### src/rtl/ik_swift_master_0_b2p_if.sv
// ----------------------------------------------------------------------------
// ik_swift_master_0_b2p_if
//
// Byte-in / packet-beat-out stream bundle for the SWIFT bytes-to-packets
// converter.
//
//   in_ready / in_valid / in_data  : escaped byte stream from the host
//   out_ready / out_valid / out_*  : unescaped beats with packet sideband
//
// Modports:
//   master : the side that sources bytes and sinks beats (host / testbench)
//   slave  : the converter itself
// ----------------------------------------------------------------------------
interface ik_swift_master_0_b2p_if #(
   parameter int unsigned CHANNEL_WIDTH = 8
);

   logic                     in_ready;
   logic                     in_valid;
   logic [7:0]               in_data;

   logic                     out_ready;
   logic                     out_valid;
   logic [7:0]               out_data;
   logic [CHANNEL_WIDTH-1:0] out_channel;
   logic                     out_startofpacket;
   logic                     out_endofpacket;

   modport master (
      input  in_ready,
      output in_valid,
      output in_data,
      output out_ready,
      input  out_valid,
      input  out_data,
      input  out_channel,
      input  out_startofpacket,
      input  out_endofpacket
   );

   modport slave (
      output in_ready,
      input  in_valid,
      input  in_data,
      input  out_ready,
      output out_valid,
      output out_data,
      output out_channel,
      output out_startofpacket,
      output out_endofpacket
   );

endinterface

### src/rtl/ik_swift_master_0_b2p.sv
// ----------------------------------------------------------------------------
// ik_swift_master_0_b2p
//
// Avalon-ST bytes-to-packets converter for the SWIFT master path. Parses the
// host's escaped byte stream, strips the framing characters
//   0x7A SOP, 0x7B EOP, 0x7C CHANNEL, 0x7D ESCAPE
// and emits one payload byte per beat with start/end-of-packet and channel.
//
// Ports:
//   clk      : system clock
//   reset_n  : asynchronous active-low reset
//   bus      : ik_swift_master_0_b2p_if.slave (byte input, beat output)
//
// Parameters:
//   CHANNEL_WIDTH : width of out_channel; channel values are truncated to it
//
// Build options:
//   B2P_ENCODED_CHANNEL_EN : when defined, the channel field is a
//     variable-length big-endian sequence of 7-bit groups (bit7 = more bytes
//     follow). When undefined, the channel field is a single raw byte.
//
// Output beats sit in a single register stage; in_ready is combinational
// from that register's state and out_ready only, so in_data never reaches
// the outputs combinationally.
// ----------------------------------------------------------------------------
module ik_swift_master_0_b2p #(
   parameter int unsigned CHANNEL_WIDTH = 8
) (
   input logic                    clk,
   input logic                    reset_n,
   ik_swift_master_0_b2p_if.slave bus
);

   localparam logic [7:0] SopChar  = 8'h7A;
   localparam logic [7:0] EopChar  = 8'h7B;
   localparam logic [7:0] ChanChar = 8'h7C;
   localparam logic [7:0] EscChar  = 8'h7D;

   // ---------------------------------------------------------------------
   // State
   // ---------------------------------------------------------------------
   logic                     esc_pend_q,  esc_pend_d;
   logic                     chan_pend_q, chan_pend_d;
   logic                     sop_pend_q,  sop_pend_d;
   logic                     eop_pend_q,  eop_pend_d;
   logic [CHANNEL_WIDTH-1:0] chan_q,      chan_d;

`ifdef B2P_ENCODED_CHANNEL_EN
   // Only the low CHANNEL_WIDTH bits of the accumulated value can ever reach
   // chan_q, so higher groups are shifted out rather than stored.
   logic [CHANNEL_WIDTH-1:0] chan_acc_q,  chan_acc_d;
   logic [CHANNEL_WIDTH-1:0] chan_acc_next;
`endif

   logic                     out_valid_q, out_valid_d;
   logic [7:0]               out_data_q,  out_data_d;
   logic [CHANNEL_WIDTH-1:0] out_chan_q,  out_chan_d;
   logic                     out_sop_q,   out_sop_d;
   logic                     out_eop_q,   out_eop_d;

   // ---------------------------------------------------------------------
   // Handshake
   // ---------------------------------------------------------------------
   logic       in_ready;
   logic       accept;
   logic       literal;
   logic [7:0] lit_byte;

   assign in_ready = !out_valid_q || bus.out_ready;
   assign accept   = bus.in_valid && in_ready;

   // ---------------------------------------------------------------------
   // Byte decode
   // ---------------------------------------------------------------------
   always_comb begin
      literal  = 1'b0;
      lit_byte = bus.in_data;
      if (accept) begin
         if (esc_pend_q) begin
            // Escaped byte is always payload, even if it decodes to a marker.
            literal  = 1'b1;
            lit_byte = bus.in_data ^ 8'h20;
         end else begin
            unique case (bus.in_data)
               SopChar, EopChar, ChanChar, EscChar: literal = 1'b0;
               default:                             literal = 1'b1;
            endcase
         end
      end
   end

`ifdef B2P_ENCODED_CHANNEL_EN
   assign chan_acc_next = CHANNEL_WIDTH'({chan_acc_q, lit_byte[6:0]});
`endif

   // ---------------------------------------------------------------------
   // Next-state
   // ---------------------------------------------------------------------
   always_comb begin
      esc_pend_d  = esc_pend_q;
      chan_pend_d = chan_pend_q;
      sop_pend_d  = sop_pend_q;
      eop_pend_d  = eop_pend_q;
      chan_d      = chan_q;
`ifdef B2P_ENCODED_CHANNEL_EN
      chan_acc_d  = chan_acc_q;
`endif

      // A completed output handshake empties the register unless a new beat
      // is loaded below in the same cycle.
      out_valid_d = out_valid_q && !bus.out_ready;
      out_data_d  = out_data_q;
      out_chan_d  = out_chan_q;
      out_sop_d   = out_sop_q;
      out_eop_d   = out_eop_q;

      if (accept) begin
         if (esc_pend_q) begin
            esc_pend_d = 1'b0;
         end else begin
            unique case (bus.in_data)
               EscChar: esc_pend_d = 1'b1;
               SopChar: sop_pend_d = 1'b1;
               EopChar: eop_pend_d = 1'b1;
               ChanChar: begin
                  chan_pend_d = 1'b1;
`ifdef B2P_ENCODED_CHANNEL_EN
                  chan_acc_d  = '0;
`endif
               end
               default: ;
            endcase
         end

         if (literal) begin
            if (chan_pend_q) begin
`ifdef B2P_ENCODED_CHANNEL_EN
               if (lit_byte[7]) begin
                  chan_acc_d = chan_acc_next;
               end else begin
                  chan_d      = chan_acc_next;
                  chan_pend_d = 1'b0;
               end
`else
               chan_d      = CHANNEL_WIDTH'(lit_byte);
               chan_pend_d = 1'b0;
`endif
            end else begin
               out_valid_d = 1'b1;
               out_data_d  = lit_byte;
               out_chan_d  = chan_q;
               out_sop_d   = sop_pend_q;
               out_eop_d   = eop_pend_q;
               sop_pend_d  = 1'b0;
               eop_pend_d  = 1'b0;
            end
         end
      end
   end

   // ---------------------------------------------------------------------
   // Registers
   // ---------------------------------------------------------------------
   always_ff @(posedge clk or negedge reset_n) begin
      if (!reset_n) begin
         esc_pend_q  <= 1'b0;
         chan_pend_q <= 1'b0;
         sop_pend_q  <= 1'b0;
         eop_pend_q  <= 1'b0;
         chan_q      <= '0;
`ifdef B2P_ENCODED_CHANNEL_EN
         chan_acc_q  <= '0;
`endif
         out_valid_q <= 1'b0;
         out_data_q  <= 8'h00;
         out_chan_q  <= '0;
         out_sop_q   <= 1'b0;
         out_eop_q   <= 1'b0;
      end else begin
         esc_pend_q  <= esc_pend_d;
         chan_pend_q <= chan_pend_d;
         sop_pend_q  <= sop_pend_d;
         eop_pend_q  <= eop_pend_d;
         chan_q      <= chan_d;
`ifdef B2P_ENCODED_CHANNEL_EN
         chan_acc_q  <= chan_acc_d;
`endif
         out_valid_q <= out_valid_d;
         out_data_q  <= out_data_d;
         out_chan_q  <= out_chan_d;
         out_sop_q   <= out_sop_d;
         out_eop_q   <= out_eop_d;
      end
   end

   // ---------------------------------------------------------------------
   // Outputs
   // ---------------------------------------------------------------------
   assign bus.in_ready          = in_ready;
   assign bus.out_valid         = out_valid_q;
   assign bus.out_data          = out_data_q;
   assign bus.out_channel       = out_chan_q;
   assign bus.out_startofpacket = out_sop_q;
   assign bus.out_endofpacket   = out_eop_q;

endmodule
### src/flat_wrapper.sv
// flat-port wrapper written by rule: the top's interface ports become plain ports
module ik_swift_master_0_b2p_flat 
#(
   parameter int unsigned CHANNEL_WIDTH = 8
)
  (clk, reset_n, bus_in_ready, bus_in_valid, bus_in_data, bus_out_ready, bus_out_valid, bus_out_data, bus_out_channel, bus_out_startofpacket, bus_out_endofpacket);
  ik_swift_master_0_b2p_if #(.CHANNEL_WIDTH(CHANNEL_WIDTH)) bus_i ();
  input logic clk;
  input logic reset_n;
  output wire logic [$bits(bus_i.in_ready)-1:0] bus_in_ready;
  input wire logic [$bits(bus_i.in_valid)-1:0] bus_in_valid;
  input wire logic [$bits(bus_i.in_data)-1:0] bus_in_data;
  input wire logic [$bits(bus_i.out_ready)-1:0] bus_out_ready;
  output wire logic [$bits(bus_i.out_valid)-1:0] bus_out_valid;
  output wire logic [$bits(bus_i.out_data)-1:0] bus_out_data;
  output wire logic [$bits(bus_i.out_channel)-1:0] bus_out_channel;
  output wire logic [$bits(bus_i.out_startofpacket)-1:0] bus_out_startofpacket;
  output wire logic [$bits(bus_i.out_endofpacket)-1:0] bus_out_endofpacket;
  assign bus_in_ready = bus_i.in_ready;
  assign bus_i.in_valid = bus_in_valid;
  assign bus_i.in_data = bus_in_data;
  assign bus_i.out_ready = bus_out_ready;
  assign bus_out_valid = bus_i.out_valid;
  assign bus_out_data = bus_i.out_data;
  assign bus_out_channel = bus_i.out_channel;
  assign bus_out_startofpacket = bus_i.out_startofpacket;
  assign bus_out_endofpacket = bus_i.out_endofpacket;
  ik_swift_master_0_b2p #(.CHANNEL_WIDTH(CHANNEL_WIDTH)) u_core (.clk(clk), .reset_n(reset_n), .bus(bus_i));
endmodule
### config.mk
export PLATFORM = sky130hd
export DESIGN_NAME = ik_swift_master_0_b2p_flat
export DESIGN_NICKNAME = d
export VERILOG_FILES = /design/src/rtl/ik_swift_master_0_b2p_if.sv /design/src/rtl/ik_swift_master_0_b2p.sv /design/src/flat_wrapper.sv
export SDC_FILE = /design/constraint.sdc
export NUM_CORES = 1
export LEC_CHECK = 0
export CORE_MARGIN = 2
export CORE_UTILIZATION = 50
export CTS_BUF_LIST = sky130_fd_sc_hd__clkbuf_8
export CTS_CLUSTER_DIAMETER = 100
export CTS_CLUSTER_SIZE = 12
export DETAILED_ROUTE_END_ITERATION = 6
export PLACE_DENSITY = 0.85
export SLEW_MARGIN = 40
export SYNTH_ARGS = -nofsm -noshare
export SYNTH_HDL_FRONTEND = slang
export SYNTH_SLANG_ARGS = --single-unit
### constraint.sdc
create_clock -name clk -period 2.77 [get_ports clk]
set_clock_uncertainty 0.2 [all_clocks]
set_input_delay 0.6925 -clock clk [delete_from_list [all_inputs] [get_ports clk]]
set_output_delay 0.6925 -clock clk [all_outputs]
set_load 0.02 [all_outputs]
Word-level counts from Yosys, hierarchy flattened
Cells that the tools add are included.
{ "totals": {"reg_bits": 31, "out_inout_bits": 20, "wordCells": 45} }
{ "classes": {"n_eq_ne": 4, "n_mux": 21, "n_bitwise": 2, "reduce_logical": 8} }
{ "op_table": {"columns": ["op", "n"], "rows": [
  ["equality test 8 x 7 -> 1 bit (second input constant)", 4],
  ["2-to-1 mux 1 bit", 20],
  ["2-to-1 mux 6 bit", 1],
  ["AND reduction 3 bit", 2],
  ["OR reduction 4 bit", 1],
  ["logical AND 1 bit", 2],
  ["zero test 1 bit", 2],
  ["NOT 1 bit", 2],
  ["logical OR 1 bit", 1]
]} }

Logic depth before layout (Yosys ltp)
Gate-level depths: netlist (run 1).
{ "depth": {"depth_word": 7, "depth_mapped": 6} }

Worst setup path after synthesis (run 1)
Ideal clock, no wire load.
{ "synth_timing": {"path_kind": "input -> register", "start": "input bus_in_data[1]", "end": "register u_core.out_chan_q[0], in the netlist u_core.bus.out_channel[0]", "arrival_ns": 1.730, "t_required_ns": 2.445, "setup_slack_ns": 0.715, "cell_stages": 6, "path_cell_list": "buf_4 -> xor2_4 -> nand4_4 -> nand2_4 -> buf_8 -> mux2_4"} }
{ "synth_via": {"elab_chain_cells": 6} }
{ "synth_rtl": {"columns": ["item", "line_no", "rtl"], "rows": [
  ["start, declared", "flat_wrapper.sv:12", "input wire logic [$bits(bus_i.in_data)-1:0] bus_in_data;"],
  ["equality test 8 x 7 -> 1 bit", "ik_swift_master_0_b2p.sv:84", "unique case (bus.in_data)"],
  ["OR reduction 4 bit (*)", "ik_swift_master_0_b2p.sv:84", null],
  ["2-to-1 mux 1 bit (*)", "ik_swift_master_0_b2p.sv:84", null],
  ["2-to-1 mux 1 bit (*)", "ik_swift_master_0_b2p.sv:79", "if (esc_pend_q) begin"],
  ["2-to-1 mux 1 bit (*)", "ik_swift_master_0_b2p.sv:78", "if (accept) begin"],
  ["AND reduction 3 bit (no source line) (*)", null, null],
  ["end signal, assigned", "ik_swift_master_0_b2p.sv:190", "out_chan_q <= out_chan_d;"],
  ["end, declared", "ik_swift_master_0_b2p.sv:57", "logic [CHANNEL_WIDTH-1:0] out_chan_q, out_chan_d;"]
]} }
Mark *: on every way between the ends. The rest lies on a longest branch, timed or not.
A chain may end at the register's enable or synchronous reset.

Worst setup path after layout (run 1)
{ "layout_timing": {"start": "input bus_out_ready", "end": "output bus_in_ready"} }
{ "layout_via": {"elab_chain_cells": 1} }
{ "layout_rtl": {"columns": ["item", "line_no", "rtl"], "rows": [
  ["start, declared", "flat_wrapper.sv:13", "input wire logic [$bits(bus_i.out_ready)-1:0] bus_out_ready;"],
  ["logical OR 1 bit", "ik_swift_master_0_b2p.sv:69", "assign in_ready = !out_valid_q || bus.out_ready;"],
  ["end, declared", "flat_wrapper.sv:10", "output wire logic [$bits(bus_i.in_ready)-1:0] bus_in_ready;"]
]} }
Every way passes these cells.

==> out/metrics.csv, run 1 <==
stage,metric,value,unit
outcome,status,finished clean,
place,dpl cell area,0.001802,sq mm
floorplanning,Rows,19,
finish,"Design Area, Final",0.001922,sq mm
clock_tree,clock root buffer,clkbuf_8,
synthesis,Mapped Cells,119,
finish,synth-to-layout area growth,32.41,%
routing,post-route antenna net violation count,0,
place,Detailed Place HPWL,2149,microns
finish,Filler cells,213,
pwr,Max VDD drop,0.5678,mV
place,PortBufs,31,
sta,Slew headroom,74.83,%
routing,Initial DRC Count,32,
clock_tree,Num CTS Buffers,5,
sta,period utilization,85.97,%
floorplanning,die area,0.003350,sq mm
clock_tree,number of post-CTS setup repair buffers,0,
routing,DR vias/cell,5.647,
clock_tree,Longest Clk Path Bufs,2,
global_route,GRT overflow,0,
finish,"most common cell after layout, fill and taps aside",dfrtp_1,
synthesis,Yosys reg bits,31,
clock_tree,worst skew pair latency,0.28,ns
floorplanning,initial core utilization,52.63,%
routing,first-pass iteration count of the detailed router,4,
sta,minimum clock period,2.381,ns
floorplanning,I/O pin count,32,
routing,vias,1073,
global_route,antenna violations before repair,0,
synthesis,share of the yosys chip area belonging to registers,53.45,%
global_route,pin count of the biggest net entering global routing,32,
finish,ratio of cells with drive above 1 in the final layout,23.27,%
sta,Final Hold Vio Count,0,
routing,DR WL/cell,15.71,microns
pwr,Total Power,1.186,mW
finish,# diodes,0,
global_route,first-pass GRT wire length,4954,microns
setup_path,Critical Path Sink Type,primary output,
routing,Top Metal Used,met4,
sta,RSZ-0062 raised after global routing,no,
global_route,Total GRT Usage,20.09,%
synthesis,yosys warns,0,
place,Placer Congestion,0.8741,
routing,M1 WL,1226,microns
setup_path,critical path required time,1.88,ns
setup_path,Worst setup SP type,primary input,
routing,DR WL met2,1487,microns
routing,Detailed Route WL,2984,microns
clock_tree,"Reg clk slew, reported paths",0.07,ns
synthesis,ys async rst share,100.0,%
floorplanning,Die Y,57.88,microns
floorplanning,Die W,57.88,microns
clock_tree,CTS tree,built,
sta,Worst-Margin Slew,0.3775,ns
setup_path,Crit Path Category,in -> out,
sta,setup TNS,0,ns
setup_path,Critical Path AT,1.49,ns
clock_tree,Post-CTS Resized,0,
floorplanning,core area,0.002758,sq mm
pwr,Power Dens Cells,617.2,mW/mm^2
global_route,vias in the first global route,1065,
sta,final setup fails,0,
sta,Max Slew Vio Count,0,
clock_tree,CTS Hold Bufs,0,
synthesis,Yosys cell types,35,
hold_path,Hold Path Class,reg -> reg,
pwr,Lkg Pwr,0.8861,nW
flow_run,maximum capacitance violations,0,
finish,"Core Util, Final",69.69,%
setup_path,CP max FO,2,
finish,Nets,170,
clock_tree,CTS Sinks,31,
synthesis,Post-Syn Area,0.001451,sq mm
synthesis,Synth Net Count,131,
synthesis,number of synthesized flops with an enable pin,0,
clock_tree,H-tree Lvls,2,
routing,Remaining DRCs,0,
sta,fmax,0.4199,GHz
routing,met3 wire len,240,microns
synthesis,top_reg_cell synth,dfrtp_1,
finish,"commonest cells after routing, fill and taps aside","31 x dfrtp_1, 30 x clkdlybuf4s50_1, 18 x nand2_1, 9 x mux2_2, 7 x mux2_4",
synthesis,post-synthesis area per instance,12.20,sq um
-- through the flow --
stage	hold slack (ns)	cells	setup slack (ns)
floorplan	0.1969	119	0.7146
global placement	0.2619	182	0.03236
detailed placement	0.2745	182	0.02350
CTS	0.2904	190	0.02226
global route	0.3240	190	0.3189
finish	0.2859	190	0.3885
-- sequential cells by signal, indices dropped and copies added (netlist names) --
name	cells
u_core.eop_pend_q	1
u_core.chan_pend_q	1
u_core.bus.out_data	8
u_core.esc_pend_q	1
u_core.sop_pend_q	1
u_core.bus.out_valid	1
u_core.chan_q	8
u_core.bus.out_startofpacket	1
u_core.bus.out_channel	8
u_core.bus.out_endofpacket	1
-- final timing paths --
check | slack, ns | end | start | cells after the start
max reg2reg | 0.93 | u_core.bus.out_channel[4]$_DFFE_PN0P_ | u_core.esc_pend_q$_DFFE_PN0N_ | 4
max in group asynchronous | 1.49 | u_core.bus.out_channel[5]$_DFFE_PN0P_ | reset_n | 2
min | 0.29 | u_core.sop_pend_q$_DFFE_PN0N_ | u_core.sop_pend_q$_DFFE_PN0N_ | 1
max | 0.39 | bus_in_ready | bus_out_ready | 4
min reg2reg | 0.29 | u_core.sop_pend_q$_DFFE_PN0N_ | u_core.sop_pend_q$_DFFE_PN0N_ | 1
min in group asynchronous | 0.59 | u_core.bus.out_startofpacket$_DFFE_PN0P_ | reset_n | 2
-- critical path, stage by stage --
cell and delay, ns:
clkdlybuf4s50_1 0.41, nor2b_2 0.15, inv_2 0.04, dlymetal6s2s_1 0.20
-- cells in the mapped netlist, types with 2 or more instances --
cell / number / share of area [%]
dfrtp_1: 31 / 53
nand2_1: 18 / 4.7
mux2_2: 9 / 7.0
mux2_4: 7 / 7.2
a21oi_1: 6 / 2.1
a22o_1: 4 / 2.4
a31oi_1: 4 / 1.7
nand3_1: 4 / 1.4
nor2b_1: 4 / 1.7
and3_1: 2 / 0.86
buf_2: 2 / 0.69
o21ai_0: 2 / 0.69
o22a_1: 2 / 1.2
o31ai_1: 2 / 1.0
o32ai_1: 2 / 1.2
-- per-layer routing --
metal | up-vias | track usage [%]
li1 | 500 | -
met1 | 521 | 25.66
met2 | 48 | 31.49
met3 | 4 | 6.250
met4 | 0 | 8.970
met5 | - | 0
-- cell type report --
cell class              instances  area (sq um)  area share, %
flip-flops and latches         31         775.7          40.36
multi-input cells              81         624.3          32.49
repair buffers                 37         357.8          18.62
clock buffers                   6         82.58          4.297
well taps                      31         38.79          2.018
clock inverters                 2         35.03          1.823
inverters                       2         7.507         0.3906
-- power by group --
group          leakage (nW)  total (mW)  internal, mW  switching [mW]
registers             0.410       0.511         0.488          0.0230
logic                 0.415       0.217         0.110           0.107
clock network        0.0612       0.458         0.291           0.167
-- cells by family after synthesis --
| kind of cell | Yosys count | share of synthesized area (%) |
|---|---|---|
| multiplexers | 16 | 14.22 |
| AND/OR/NAND/NOR | 39 | 14.83 |
| XOR/XNOR | 2 | 2.500 |
| buffers and inverters | 7 | 3.534 |
| AO/OA/AOI/OAI | 24 | 11.47 |
| flip-flops | 31 | 53.45 |
Note: power is estimated with default switching activity, not from simulation.
==> run 2, diff against run 1 <==
--- a/config.mk
+++ b/config.mk
@@ -12,6 +12,7 @@
 export CTS_CLUSTER_SIZE = 12
 export DETAILED_ROUTE_END_ITERATION = 6
 export PLACE_DENSITY = 0.85
+export SETUP_SLACK_MARGIN = 0.4
 export SLEW_MARGIN = 40
 export SYNTH_ARGS = -nofsm -noshare
 export SYNTH_HDL_FRONTEND = slang
==> run 2 against run 1 <==
Against the previous run:
- register-to-register slack improved by 0.03 ns
- critical endpoint unchanged
- combinational power about the same
- wire length about the same
- power about the same
- critical path depth unchanged
==> out/metrics.csv, run 2 (synthesized netlist as in run 1, its figures left out) <==
stage,metric,value,unit,change
global_route,GRT overflow,0,,unchanged
finish,synth-to-layout area growth,32.84,%,was 32.41%
sta,final setup fails,0,,unchanged
sta,Final Hold Vio Count,0,,unchanged
global_route,GR Layer Usage met3,6.250,%,unchanged
outcome,status,finished clean,,unchanged
clock_tree,Num CTS Buffers,5,,unchanged
floorplanning,I/O pin count,32,,unchanged
clock_tree,CTS Hold Bufs,0,,unchanged
clock_tree,clock root buffer,clkbuf_8,,unchanged
setup_path,crit path buf inv count,3,,unchanged
setup_path,Crit Path Category,in -> out,,unchanged
floorplanning,Die Y,57.88,microns,unchanged
global_route,pin count of the biggest net entering global routing,32,,unchanged
setup_path,CP peak stage delay,0.41,ns,about the same
routing,first-pass iteration count of the detailed router,4,,unchanged
global_route,first-pass GRT wire length,4954,microns,unchanged
clock_tree,CTS tree,built,,unchanged
setup_path,critical-path cell list,"clkdlybuf4s50_1, nor2b_2, inv_2, buf_2",,"was clkdlybuf4s50_1, nor2b_2, inv_2, dlymetal6s2s_1"
setup_path,CP max FO,2,,unchanged
global_route,met1 GRT Util,25.66,%,unchanged
place,Cells after DPL,182,,unchanged
global_route,Total GRT Usage,20.09,%,unchanged
routing,Initial DRC Count,23,,was 32
setup_path,Critical Path AT,1.44,ns,was 1.49 ns
finish,"most common cell after layout, fill and taps aside",dfrtp_1,,unchanged
floorplanning,core area,0.002758,sq mm,unchanged
sta,RSZ-0062 raised after global routing,yes,,was no
pwr,Power Dens Cells,615.5,mW/mm^2,was 617.2 mW/mm^2
sta,fmax,0.4284,GHz,was 0.4199 GHz
finish,"commonest cells after routing, fill and taps aside","31 x dfrtp_1, 30 x clkdlybuf4s50_1, 17 x nand2_1, 9 x mux2_2, 7 x mux2_4",,"was 31 x dfrtp_1, 30 x clkdlybuf4s50_1, 18 x nand2_1, 9 x mux2_2, 7 x mux2_4"
finish,Nets,170,,unchanged
clock_tree,H-tree Lvls,2,,unchanged
finish,ratio of cells with drive above 1 in the final layout,25.16,%,was 23.27%
finish,Final Non-Filler Cells,190,,unchanged
routing,DR vias/cell,5.642,,was 5.647
flow_run,maximum capacitance violations,0,,unchanged
hold_path,Hold Path Class,reg -> reg,,unchanged
pwr,Max VDD drop,0.5680,mV,was 0.5678 mV
floorplanning,initial core utilization,52.63,%,unchanged
sta,period utilization,84.28,%,was 85.97%
global_route,vias in the first global route,1065,,unchanged
setup_path,Worst setup SP type,primary input,,unchanged
finish,# diodes,0,,unchanged
routing,vias,1072,,was 1073
routing,Detailed Route WL,2982,microns,was 2984 microns
global_route,gr busiest metal,met2,,unchanged
setup_path,Worst path slowest cell,clkdlybuf4s50_1,,unchanged
routing,post-route antenna net violation count,0,,unchanged
global_route,antenna violations before repair,0,,unchanged
floorplanning,Die W,57.88,microns,unchanged
setup_path,Critical Path Sink Type,primary output,,unchanged
floorplanning,die area,0.003350,sq mm,unchanged
sta,Worst-Margin Slew,0.3763,ns,was 0.3775 ns
pwr,Lkg Pwr,0.8826,nW,was 0.8861 nW
routing,DR WL/cell,15.69,microns,was 15.71 microns
place,PortBufs,31,,unchanged
clock_tree,number of post-CTS setup repair buffers,0,,unchanged
sta,Max Slew Vio Count,0,,unchanged
clock_tree,worst skew pair latency,0.28,ns,about the same
sta,minimum clock period,2.334,ns,was 2.381 ns
setup_path,critical path required time,1.88,ns,about the same
routing,Remaining DRCs,0,,unchanged
sta,Slew headroom,74.92,%,was 74.83%
place,Detailed Place HPWL,2149,microns,unchanged
global_route,met2 Usage GRT,31.49,%,unchanged
clock_tree,CTS Sinks,31,,unchanged
clock_tree,Longest Clk Path Bufs,2,,unchanged
clock_tree,"Reg clk slew, reported paths",0.07,ns,about the same
place,Placer Congestion,0.8741,,unchanged
floorplanning,Rows,19,,unchanged
setup_path,"CP delay by family, top",buffers and inverters,,unchanged
sta,setup TNS,0,ns,unchanged
finish,Filler cells,211,,was 213
## run 2: final timing paths
path | slack, ns | endpoint | startpoint | cells past startpoint
setup / recovery | 0.44 | bus_in_ready | bus_out_ready | 4
hold / removal | 0.29 | u_core.sop_pend_q$_DFFE_PN0N_ | u_core.sop_pend_q$_DFFE_PN0N_ | 1
max in group asynchronous | 1.50 | u_core.bus.out_channel[5]$_DFFE_PN0P_ | reset_n | 2
setup reg to reg | 0.96 | u_core.bus.out_channel[5]$_DFFE_PN0P_ | u_core.esc_pend_q$_DFFE_PN0N_ | 4
hold reg to reg | 0.29 | u_core.sop_pend_q$_DFFE_PN0N_ | u_core.sop_pend_q$_DFFE_PN0N_ | 1
min in group asynchronous | 0.59 | u_core.bus.out_startofpacket$_DFFE_PN0P_ | reset_n | 2
## run 2: cell type report
cell class | count | area [sq um] | share of cell area (%)
repair buffers | 37 | 350.3 | 18.17
clock inverters | 2 | 35.03 | 1.817
multi-input cells | 81 | 638.1 | 33.10
inverters | 2 | 7.507 | 0.3894
flip-flops and latches | 31 | 775.7 | 40.23
clock buffers | 6 | 82.58 | 4.283
well taps | 31 | 38.79 | 2.012
## run 2: routing by layer
metal  vias to the layer above  routed length, microns
met5                         -                       0
li1                        504                       -
met3                         2                     221
met2                        42                    1490
met4                         0                      21
met1                       524                    1248
## run 2: power breakdown
part | internal [mW] | total [mW] | switching (mW)
clock network | 0.291 | 0.457 | 0.166
logic | 0.110 | 0.218 | 0.108
registers | 0.488 | 0.512 | 0.0231
## run 2: what timing repair did
| item | 4_1_cts | 5_1_grt |
|---|---|---|
| gates resized for setup | 4 | 3 |
| hold endpoints to repair | 0 | 0 |
| endpoints found under the setup margin | 1 | 16 |
## run 2: stage by stage
step	cell area, sq um	hold WS, ns	total power [mW]	worst slack, ns	util [%]
6_report	1928	0.2854	1.187	0.4355	69.92
5_1_grt	1928	0.3238	1.239	0.3959	69.92
3_3_place_gp	1802	0.2619	0.7293	0.03236	65.34
3_5_place_dp	1802	0.2745	0.7370	0.02350	65.34
4_1_cts	1914	0.2904	1.192	0.4053	69.42
2_1_floorplan	1451	0.1969	0.6306	0.7146	-
==> run 3, diff against run 2 <==
--- a/config.mk
+++ b/config.mk
@@ -6,12 +6,12 @@
 export NUM_CORES = 1
 export LEC_CHECK = 0
 export CORE_MARGIN = 2
-export CORE_UTILIZATION = 50
+export CORE_UTILIZATION = 47
 export CTS_BUF_LIST = sky130_fd_sc_hd__clkbuf_8
 export CTS_CLUSTER_DIAMETER = 100
 export CTS_CLUSTER_SIZE = 12
 export DETAILED_ROUTE_END_ITERATION = 6
-export PLACE_DENSITY = 0.85
+export PLACE_DENSITY = 0.84
 export SETUP_SLACK_MARGIN = 0.4
 export SLEW_MARGIN = 40
 export SYNTH_ARGS = -nofsm -noshare
==> constraint.sdc (replaced) <==
create_clock -name clk -period 2.05 [get_ports clk]
set_clock_uncertainty 0.2 [all_clocks]
set_input_delay 0.5125 -clock clk [delete_from_list [all_inputs] [get_ports clk]]
set_output_delay 0.5125 -clock clk [all_outputs]
set_load 0.02 [all_outputs]
==> run 3 against run 2 <==
Against the previous run:
- via count up 12%
- first-iteration DRC count up 57%
- worst hold slack better by 0.019 ns
- largest power group unchanged
- critical path depth unchanged
- final cell count increased by 12%
- wire length is 35% higher
- register-to-register slack got worse by 0.63 ns
- clock-buffer cell count unchanged
- global-route usage up 3.5 points
- sequential power rose by 36%
- largest cell class unchanged
==> out/metrics.csv, run 3 (synthesized netlist as in run 1, its figures left out) <==
stage,metric,value,unit,change
sta,final setup fails,0,,unchanged
setup_path,CP peak stage delay,0.37,ns,was 0.41 ns
flow_run,maximum capacitance violations,0,,unchanged
hold_path,Hold Path Class,reg -> reg,,unchanged
floorplanning,die area,0.003549,sq mm,was 0.003350 sq mm
pwr,Max VDD drop,0.4686,mV,was 0.5680 mV
clock_tree,Num CTS Buffers,5,,unchanged
outcome,status,finished clean,,unchanged
global_route,vias in the first global route,1176,,was 1065
hold_path,Hold Path Stages,1,,unchanged
global_route,pin count of the biggest net entering global routing,32,,unchanged
sta,final worst slack,0.3256,ns,was 0.4355 ns
clock_tree,H-tree Lvls,2,,unchanged
sta,period utilization,84.11,%,
routing,post-route antenna net violation count,0,,unchanged
setup_path,Critical Path Sink Type,flip-flop,,was primary output
sta,Final Hold Vio Count,0,,unchanged
setup_path,critical path required time,2.02,ns,was 1.88 ns
sta,minimum clock period,1.724,ns,
finish,ratio of cells with drive above 1 in the final layout,52.78,%,was 25.16%
floorplanning,I/O pin count,32,,unchanged
clock_tree,CTS Sinks,31,,unchanged
hold_path,hold path start,u_core.bus.out_channel[7]$_DFFE_PN0P_,,was u_core.sop_pend_q$_DFFE_PN0N_
sta,setup TNS,0,ns,unchanged
global_route,Total GRT Usage,23.55,%,was 20.09%
finish,"commonest cells after routing, fill and taps aside","30 x dfrtp_1, 22 x buf_2, 21 x buf_4, 17 x nand2_1, 16 x mux2_4",,"was 31 x dfrtp_1, 30 x clkdlybuf4s50_1, 17 x nand2_1, 9 x mux2_2, 7 x mux2_4"
setup_path,Worst path slowest cell,dfrtp_1,,was clkdlybuf4s50_1
floorplanning,initial core utilization,48.33,%,was 52.63%
routing,DR WL/cell,18.96,microns,was 15.69 microns
clock_tree,CTS Hold Bufs,0,,unchanged
finish,synth-to-layout area growth,44.65,%,was 32.84%
setup_path,R2R Path End,u_core.bus.out_channel[6]$_DFFE_PN0P_,,was u_core.bus.out_channel[5]$_DFFE_PN0P_
setup_path,Crit Path Category,reg -> reg,,was in -> out
routing,Initial DRC Count,36,,was 23
pwr,Total Power,1.504,mW,was 1.187 mW
routing,DR vias/cell,5.615,,was 5.642
setup_path,worst r2r src,u_core.esc_pend_q$_DFFE_PN0N_,,unchanged
place,pre-CTS WS,-0.3811,ns,was 0.02350 ns
global_route,antenna violations before repair,0,,unchanged
place,dpl cell area,0.001956,sq mm,was 0.001802 sq mm
sta,fmax,0.5799,GHz,
setup_path,Worst setup SP type,flip-flop,,was primary input
pwr,Power Dens Cells,716.4,mW/mm^2,was 615.5 mW/mm^2
routing,vias,1196,,was 1072
setup_path,register-to-register setup slack,0.33,ns,was 0.96 ns
place,PortBufs,31,,unchanged
finish,"Design Area, Final",0.002100,sq mm,was 0.001928 sq mm
routing,Detailed Route WL,4039,microns,was 2982 microns
global_route,first-pass GRT wire length,5858,microns,was 4954 microns
clock_tree,Longest Clk Path Bufs,2,,unchanged
floorplanning,core area,0.003003,sq mm,was 0.002758 sq mm
setup_path,CP max FO,7,,was 2
clock_tree,CTS tree,built,,unchanged
floorplanning,Die W,59.57,microns,was 57.88 microns
finish,Nets,192,,was 170
routing,first-pass iteration count of the detailed router,4,,unchanged
setup_path,Critical Path AT,1.70,ns,was 1.44 ns
clock_tree,clock root buffer,clkbuf_8,,unchanged
finish,# diodes,0,,unchanged
setup_path,"CP delay by family, top",simple AND/OR/NAND/NOR gates,,was buffers and inverters
sta,RSZ-0062 raised after global routing,yes,,unchanged
global_route,GRT overflow,0,,unchanged
hold_path,Worst Hold Endpoint,u_core.bus.out_channel[7]$_DFFE_PN0P_,,was u_core.sop_pend_q$_DFFE_PN0N_
clock_tree,"Reg clk slew, reported paths",0.07,ns,about the same
sta,Worst-Margin Slew,0.3597,ns,was 0.3763 ns
setup_path,R2R depth,4,,unchanged
pwr,Lkg Pwr,1.058,nW,was 0.8826 nW
place,Detailed Place HPWL,2440,microns,was 2149 microns
place,Cells after DPL,201,,was 182
place,Placer Congestion,0.8636,,was 0.8741
setup_path,crit path buf inv count,0,,was 3
floorplanning,Rows,20,,was 19
setup_path,critical-path cell list,"and3b_2, nand4_4, nand2_4, mux2_4",,"was clkdlybuf4s50_1, nor2b_2, inv_2, buf_2"
routing,Remaining DRCs,0,,unchanged
floorplanning,Die Y,59.57,microns,was 57.88 microns
sta,Slew headroom,75.70,%,was 74.92%
finish,"most common cell after layout, fill and taps aside",dfrtp_1,,unchanged
finish,Final Non-Filler Cells,213,,was 190
sta,Max Slew Vio Count,0,,unchanged
clock_tree,worst skew pair latency,0.29,ns,was 0.28 ns
[run 3: power by group]
| part | switching (mW) | leakage, nW | internal [mW] |
|---|---|---|---|
| Clock | 0.227 | 0.0470 | 0.263 |
| Sequential | 0.0342 | 0.410 | 0.660 |
| Combinational | 0.169 | 0.602 | 0.151 |
[run 3: worst register-to-register path, stage by stage, from the launching register on]
cell and delay, ns:
dfrtp_1 0.37, and3b_2 0.28, nand4_4 0.23, nand2_4 0.21, mux2_4 0.31
[run 3: routing by layer]
metal  vias up  wire [microns]  GRT usage [%]
met5         -               0              0
met1       600            1605          27.86
li1        551               -              -
met3        11             178          5.022
met2        34            2158          39.09
met4         0              97          13.97
[run 3: worst max path at each step]
stage	startpoint	endpoint	slack [ns]	depth (start not counted)
after floorplan	bus_in_data[1]	u_core.bus.out_channel[0]$_DFFE_PN0P_	0.19	6
after global placement	bus_out_ready	bus_in_ready	-0.36	4
after detailed placement	bus_out_ready	bus_in_ready	-0.38	4
after CTS	u_core.esc_pend_q$_DFFE_PN0N_	u_core.bus.out_data[3]$_DFFE_PN0P_	0.34	4
after global routing	u_core.esc_pend_q$_DFFE_PN0N_	u_core.bus.out_data[3]$_DFFE_PN0P_	0.28	4
final	u_core.esc_pend_q$_DFFE_PN0N_	u_core.bus.out_channel[6]$_DFFE_PN0P_	0.33	4
[run 3: timing repair]
action,CTS,global route
gates cloned,1,0
endpoints found under the setup margin,50,33
gates resized for setup,117,19
pin swaps,6,5
setup buffers,3,1
[run 3: area by class of cell]
cell class,instances,area [sq um]
Fill cell,217,903.4
Sequential cell,31,777.0
Multi-Input combinational cell,82,755.7
Timing Repair Buffer,58,427.9
Clock buffer,6,82.58
Tap cell,33,41.29
Inverter,2,10.01
Clock inverter,1,5.005
[run 3: metrics by stage]
| step | hold WS (ns) | utilization, % |
|---|---|---|
| floorplan | 0.01691 | - |
| global placement | 0.2624 | 65.13 |
| detailed placement | 0.2866 | 65.13 |
| CTS | 0.3007 | 70.04 |
| global route | 0.3301 | 69.92 |
| finish | 0.3047 | 69.92 |
